**src/rtl/mem_read_streamer.sv**
```systemverilog
// Burst reader: issues `length` reads from a 1-cycle-latency memory port
// starting at base_addr and streams the words out through a 2-entry skid FIFO.
module mem_read_streamer #(
  parameter  int BIT_LENGTH = 64,
  parameter  int DEPTH      = 16,
  localparam int AW         = $clog2(DEPTH),
  localparam int LW         = AW + 1
) (
  input  logic                  clk,
  input  logic                  rst_n,
  input  logic                  start,
  input  logic [AW-1:0]         base_addr,
  input  logic [LW-1:0]         length,
  output logic                  busy,
  output logic                  done,
  output logic                  enb,
  output logic [AW-1:0]         addrb,
  input  logic [BIT_LENGTH-1:0] doutb,
  output logic [BIT_LENGTH-1:0] m_data,
  output logic                  m_valid,
  input  logic                  m_ready
);

  typedef enum logic [1:0] {
    S_IDLE,
    S_READ,
    S_DRAIN
  } state_t;

  state_t                r_state;
  logic [AW-1:0]         r_base;
  logic [AW-1:0]         r_addr_last;
  logic [LW-1:0]         r_len;
  logic [LW-1:0]         r_issued;
  logic                  r_rd_vld;
  logic                  r_busy;
  logic                  r_done;
  logic [BIT_LENGTH-1:0] r_fifo [2];
  logic                  r_wr_ptr;
  logic                  r_rd_ptr;
  logic [1:0]            r_occ;

  logic                  w_push;
  logic                  w_pop;
  logic [2:0]            w_occ_after;
  logic                  w_enb;
  logic [AW-1:0]         w_issue_addr;
  logic [LW-1:0]         w_issued_inc;
  logic                  w_last_issue;

  assign w_push       = r_rd_vld;
  assign w_pop        = (r_occ != 2'd0) && m_ready;
  assign w_occ_after  = {1'b0, r_occ} + {2'b00, r_rd_vld} - {2'b00, w_pop};
  // A read may only go out if its data is guaranteed a FIFO slot next cycle.
  assign w_enb        = (r_state == S_READ) && (w_occ_after <= 3'd1);
  assign w_issue_addr = r_base + r_issued[AW-1:0];
  assign w_issued_inc = r_issued + LW'(1);
  assign w_last_issue = w_enb && (w_issued_inc == r_len);

  assign enb     = w_enb;
  assign addrb   = w_enb ? w_issue_addr : r_addr_last;
  assign m_valid = (r_occ != 2'd0);
  assign m_data  = r_fifo[r_rd_ptr];
  assign busy    = r_busy;
  assign done    = r_done;

  genvar gi;
  generate
    for (gi = 0; gi < 2; gi++) begin : g_fifo
      always_ff @(posedge clk or negedge rst_n) begin
        if (!rst_n) begin
          r_fifo[gi] <= '0;
        end else if (w_push && (r_wr_ptr == gi[0])) begin
          r_fifo[gi] <= doutb;
        end
      end
    end
  endgenerate

  always_ff @(posedge clk or negedge rst_n) begin
    if (!rst_n) begin
      r_state     <= S_IDLE;
      r_base      <= '0;
      r_addr_last <= '0;
      r_len       <= '0;
      r_issued    <= '0;
      r_rd_vld    <= 1'b0;
      r_busy      <= 1'b0;
      r_done      <= 1'b0;
      r_wr_ptr    <= 1'b0;
      r_rd_ptr    <= 1'b0;
      r_occ       <= 2'd0;
    end else begin
      r_rd_vld <= w_enb;
      r_done   <= 1'b0;
      r_occ    <= w_occ_after[1:0];
      if (w_push) r_wr_ptr <= ~r_wr_ptr;
      if (w_pop)  r_rd_ptr <= ~r_rd_ptr;
      if (w_enb) begin
        r_addr_last <= w_issue_addr;
        r_issued    <= w_issued_inc;
      end

      case (r_state)
        S_IDLE: begin
          if (start) begin
            r_base   <= base_addr;
            r_len    <= length;
            r_issued <= '0;
            if (length != '0) begin
              r_state <= S_READ;
              r_busy  <= 1'b1;
            end else begin
              // Empty burst: done pulses next cycle, busy never rises.
              r_state <= S_DRAIN;
              r_done  <= 1'b1;
            end
          end
        end
        S_READ: begin
          if (w_last_issue) r_state <= S_DRAIN;
        end
        S_DRAIN: begin
          if ((r_len == '0) && !r_rd_vld && (r_occ == 2'd0)) begin
            r_state <= S_IDLE;
          end else if (!r_rd_vld && (r_occ == 2'd1) && w_pop) begin
            r_state <= S_IDLE;
            r_busy  <= 1'b0;
            r_done  <= 1'b1;
          end
        end
        default: r_state <= S_IDLE;
      endcase
    end
  end

endmodule

```
**config.mk**
```make
export PLATFORM = sky130hd
export DESIGN_NAME = mem_read_streamer
export DESIGN_NICKNAME = d
export VERILOG_FILES = /design/src/rtl/mem_read_streamer.sv
export SDC_FILE = /design/constraint.sdc
export NUM_CORES = 1
export LEC_CHECK = 0
export CORE_UTILIZATION = 51
export CTS_BUF_LIST = sky130_fd_sc_hd__clkbuf_16
export DETAILED_ROUTE_END_ITERATION = 8
export PLACE_DENSITY = 0.76
export SYNTH_ARGS = -nofsm -noshare
export SYNTH_HDL_FRONTEND = slang
export SYNTH_SLANG_ARGS = --single-unit
export TNS_END_PERCENT = 1
```
**constraint.sdc**
```tcl
create_clock -name clk -period 3.4 [get_ports clk]
set_clock_uncertainty 0.1 [all_clocks]
set_input_delay 0.34 -clock clk [delete_from_list [all_inputs] [get_ports clk]]
set_output_delay 0.34 -clock clk [all_outputs]
set_load 0.01 [all_outputs]
```
== Word-level counts from Yosys, hierarchy flattened ==
Cells that the tools add are included.

* Add/subtract/negate cells: 4
* Order comparisons: 2
* Equal/unequal tests: 10
* Muxes and demuxes: 23
* Bitwise logic cells: 3
* Reductions and logical operators: 19

{| class="wikitable"
|+ Operators by type and width
! cell !! number
|-
| 2-to-1 mux 64 bit || 3
|-
| 2-to-1 mux 5 bit || 3
|-
| 2-to-1 mux 2 bit || 5
|-
| inequality test 2 bit (second input constant) || 5
|-
| logical AND 1 bit || 9
|-
| 2-to-1 mux 1 bit || 8
|-
| case mux 2 bit (3 select lines) || 1
|-
| adder 5 x 1 -> 5 bit (second input constant) || 1
|-
| == test 5 bit || 1
|-
| zero test 5 bit || 1
|-
| AND reduction 5 bit || 1
|-
| nonzero test 5 bit || 1
|-
| adder 4 bit || 1
|-
| == test 2 x 1 -> 1 bit (second input constant) || 2
|-
| zero test 2 bit || 2
|-
| 2-to-1 mux 4 bit || 1
|-
| case mux 1 bit (2 select lines) || 2
|-
| nonzero test 2 bit || 2
|-
| adder 2 x 1 -> 3 bit || 1
|-
| <= comparator 3 x 1 -> 1 bit (second input constant) || 1
|-
| inequality test 3 bit (second input constant) || 1
|-
| AND reduction 3 bit || 1
|-
| subtractor 3 x 1 -> 3 bit || 1
|-
| == test 2 bit (second input constant) || 1
|-
| other kinds (5) || 6
|}

* Flip-flop bits (word level): 155
* Input bits: 77
* Output and inout bits: 72
* Word-level logic and storage cells: 74

== Logic depth before layout (Yosys ltp) ==
* Depth after elaboration: 8
* Mapped depth: 12
* Gate-level depth less buffers: 12

== Worst setup path after synthesis ==
OpenSTA, ideal clock, no wires.

* Path kind: register -> output
* Start: reg r_occ[1]
* End: out addrb[2]
* Arrival: 2763 ps
* Data required time: 2960 ps
* Path slack: 197 ps
* Cell stages (with the launch flop): 11
* Buffers on the path: 1
* Cells stage by stage: dfrtp_1 -> or2_2 -> and2_1 -> ha_1 -> inv_1 -> ha_1 -> fa_1 -> xnor2_1 -> or3_4 -> buf_2 -> o21ai_0

* Cells in the longest elaborated chain, start to end: 6
* Elaborated cells on any way between the ends: 7
* Classes of those cells: add/sub: 2; order compare: 1; mux: 1; reduce/logical: 3

{| class="wikitable"
|+ RTL lines
! what !! line !! text
|-
| start, declared || 41 || <nowiki>logic [1:0] r_occ;</nowiki>
|-
| start signal, assigned || 96 || <nowiki>r_occ <= w_occ_after[1:0];</nowiki>
|-
| nonzero test 2 bit || - ||
|-
| via m_valid || 20 || <nowiki>output logic m_valid,</nowiki>
|-
| logical AND 1 bit || 52 || <nowiki>assign w_pop = (r_occ != 2'd0) && m_ready;</nowiki>
|-
| via w_pop || 44 || <nowiki>logic w_pop;</nowiki>
|-
| subtractor 3 x 1 -> 3 bit || 53 || <nowiki>assign w_occ_after = {1'b0, r_occ} + {2'b00, r_rd_vld} - {2'b00, w_pop};</nowiki>
|-
| <= comparator 3 x 1 -> 1 bit || 55 || <nowiki>assign w_enb = (r_state == S_READ) && (w_occ_after <= 3'd1);</nowiki>
|-
| logical AND 1 bit || 55 ||
|-
| 2-to-1 mux 4 bit || - ||
|-
| end, declared || 17 || <nowiki>output logic [AW-1:0] addrb,</nowiki>
|}

The timed path passes the listed nets, and every way through them passes these cells.

== Worst setup path after layout ==
* Start: reg r_occ[0]
* End: out addrb[1]

* Cells in the longest elaborated chain, start to end: 6
* Elaborated cells on any way between the ends: 7
* Classes of those cells: add/sub: 2; order compare: 1; mux: 1; reduce/logical: 3

{| class="wikitable"
|+ RTL lines
! what !! line !! text
|-
| nonzero test 2 bit || 52 ||
|-
| logical AND 1 bit || 52 ||
|-
| via w_pop || 44 ||
|-
| subtractor 3 x 1 -> 3 bit || 53 ||
|-
| via w_occ_after[1] || 45 || <nowiki>logic [2:0] w_occ_after;</nowiki>
|-
| <= comparator 3 x 1 -> 1 bit || 55 ||
|-
| logical AND 1 bit || 55 ||
|-
| 2-to-1 mux 4 bit || - ||
|}

The timed path passes the listed nets, and every way through them passes these cells.

==> key figures <==
Status
  – Outcome: complete, but fails checks
  – Failing checks: setup timing

Yosys
  – Synth Cell Area: 0.00685 mm^2
  – Yosys reg bits: 155
  – Synth Area in Adders: 0.0168
  – Post-Synth Simple-Gate Area: 0.0289
  – Mux contribution to synthesized area: 0.327
  – Ys async rst share: 1.00
  – Ys Warns: 0
  – Yosys top cell by area: dfrtp_1
  – Synth Flop Type: dfrtp_1
  – EDFF count, synth: 0
  – Synth top area cells: dfrtp_1 57%, mux2_2 33%, buf_2 1.5%
  – Largest family of logic cells by synthesized area: multiplexers
  – Post-synthesis xor/xnor area fraction: 0.0179
  – Post-Syn Area per Cell: 14.5 um^2
  – Cell variety after synth: 35
  – Synth top area share: 0.567
  – Post-synth net total: 556
  – Synth Area in Compound Gates: 0.0190
  – Synthesized instance count: 471
  – Post-synthesis sequential area ratio: 0.567

Detailed routing
  – First-pass iteration count of the detailed router: 4
  – Vias: 4346
  – Final ANT Viol Nets: 0
  – DR vias/cell: 5.30
  – Average wire per standard cell: 17.5 um
  – DRC: 0
  – Initial detailed-routing violation count: 168
  – Post-Route WL: 14400 um

Worst setup path
  – Worst Setup SP: r_occ[0]
  – Critical Path AT: 2.96 ns
  – Worst path slowest cell: or3_4
  – Worst r2r dst: r_state[0]
  – CP endpoint: addrb[1]
  – CP Capture Type: primary output
  – CP max stage delay: 0.46 ns
  – R2r setup slk: 0.39 ns
  – Most used cell, CP: ha_4
  – Critical path cell sequence: or2_4, and2_4, ha_4, inv_2, ha_4, fa_2, or3_4, buf_6, nand2_2, o21ai_2, buf_2
  – Critical Path Start Type: flip-flop
  – Critical path class: reg2out
  – Critical path fanouts, max: 7
  – Worst-case reg-to-reg path depth: 11
  – Worst EP required: 2.96 ns
  – R2r startpoint: r_occ[0]

STA
  – Slew Limit Headroom: 0.528
  – Final max-slew violation count: 0
  – Worst Max-Slew Pin Slew: 0.709 ns
  – Final count of negative-setup-slack endpoints: 1
  – Max Clock Freq: 0.294 GHz
  – Hold Vio Cnt, Final: 0
  – Setup ws final: -0.00119 ns
  – Setup total negative slack: -0.00119 ns
  – Period Utilization, post-route: 1.00
  – Minimum clock period: 3.40 ns
  – RSZ-0062 raised after global routing: true

Pwr
  – Final Power: 0.00984 W
  – Lkg Pwr: 3.89 nW
  – Maximum vdd drop: 0.589 mV
  – Pwr dens: 1070 mW/mm^2

Clocking
  – Clock latency on the worst-skew pair: 0.42 ns
  – CTS tree: built
  – TritonCTS buffer count: 17
  – Clock sinks: 155
  – Clock Pin Slew Worst Setup and Hold Paths: 0.06 ns
  – Clock Tree Buf Depth: 2
  – H-tree lvl count: 4
  – CTS Root Cell: clkbuf_16

Floorplanning
  – Core area: 0.0129 mm^2
  – Die span in y: 118 um
  – Starting Density: 0.532
  – IO Count: 149
  – Die width: 118 um
  – Rows: 41
  – Die area: 0.0139 mm^2

Global route
  – Vias in the first global route: 4824
  – First-pass GRT wire length: 24300 um
  – Overall Global Routing Usage: 0.227
  – Initial antenna violation count: 0
  – Largest net degree at the start of global routing: 79
  – Global route total overflow: 0

Cells and area
  – Post-route cell area: 0.00924 mm^2
  – Final design utilization: 0.717
  – Antenna cell count: 0
  – Final #Nets: 720
  – Fraction of layout cells with a size suffix above 1: 0.417
  – Syn-to-layout area delta: 34.9%
  – Commonest non-fill, non-tap cell in the layout: mux2_2
  – Most frequent cells in the layout: 199 x mux2_2, 154 x dfrtp_1, 142 x clkdlybuf4s50_1

Placed design
  – GP Congestion: 0.763
  – Detail Placement HPWL: 9490 um
  – DP Area: 0.00860 mm^2
  – Pre-CTS setup slack: -0.238 ns
  – Number of port buffers: 148

Job
  – Maxcap violations: 0

Min path
  – Worst Hold Class: reg2reg
==> power breakdown <==
group	switching [W]	leakage (nW)	total (W)	internal (W)
sequential	0.000535	1.83	0.00331	0.00278
combinational	0.00184	1.78	0.00479	0.00295
clock	0.000695	0.281	0.00175	0.00105
total	0.00307	3.89	0.00984	0.00677
==> critical path, delay by kind of cell (launching register included) <==
family                     cells  cell delay, ns
AOI/OAI and AO/OA              1            0.06
adders and majority gates      3            0.84
buffers and inverters          3            0.34
DFF                            1            0.38
and+or+nand+nor                4            0.93
==> cells by family (layout without fill, tap and decap cells) <==
logic type | after synthesis | after routing
and+or+nand+nor | 39 | 39
muxes | 199 | 199
DFF | 155 | 155
buffers and inverters | 36 | 213
xor gates and xnor gates | 14 | 14
AOI/OAI and AO/OA | 20 | 20
adders and majority gates | 8 | 8
==> through the flow <==
step | instances | hold WS, ns
after floorplan | 471 | -0.0556
after global placement | 784 | 0.309
after detailed placement | 784 | 0.317
after CTS | 818 | 0.367
after global routing | 820 | 0.402
final | 820 | 0.371
==> synth_stat cells, drive strengths merged (2+ instances only) <==
master / number
inv: 12
clkbuf: 4
nand2b: 2
mux2: 199
nor2b: 2
a21oi: 5
fa: 2
buf: 20
a211oi: 3
nor2: 6
dfrtp: 155
xor2: 6
ha: 6
o21ai: 6
xnor2: 8
nand2: 16
or3: 2
nand3: 4
==> flip-flops by register name (all words and copies together) (netlist names), 2 cells and up <==
signal / count
r_len: 5
r_issued: 5
r_addr_last: 4
r_state: 2
r_base: 4
r_fifo: 128
r_occ: 2
==> layer usage <==
layer | routed length (um) | global-route usage | vias to the layer above
met5 | 0 | 0 | -
met4 | 304 | 0.100 | 0
met3 | 684 | 0.0640 | 23
met2 | 7190 | 0.372 | 113
met1 | 6180 | 0.278 | 2207
li1 | - | - | 2003
==> worst min path at each step <==
stage / start / to / slack [ns] / cells past startpoint
6_report: r_addr_last[3] / r_addr_last[3] / 0.37 / 2
5_1_grt: r_addr_last[3] / r_addr_last[3] / 0.40 / 2
4_1_cts: r_addr_last[3] / r_addr_last[3] / 0.37 / 2
3_5_place_dp: rst_n / r_fifo[81] / 0.32 / 1
3_3_place_gp: rst_n / r_fifo[81] / 0.31 / 1
2_1_floorplan: rst_n / busy / -0.06 / 0
==> layout make-up <==
type | count | area (um^2)
sequential | 155 | 3880
fill | 891 | 3640
multi-input combinational | 280 | 2890
timing repair buffer | 169 | 1670
clock buffer | 17 | 425
tap | 172 | 215
clock inverter | 15 | 118
inverter | 12 | 47.5
==> timing repair <==
action	4_1_cts	5_1_grt
pin swaps	9	4
setup endpoints to repair	5	5
hold buffers	1	0
setup buffers	1	2
resized for setup	37	6
hold endpoints to repair	76	0
No activity file was read; power rests on OpenSTA's default activity.
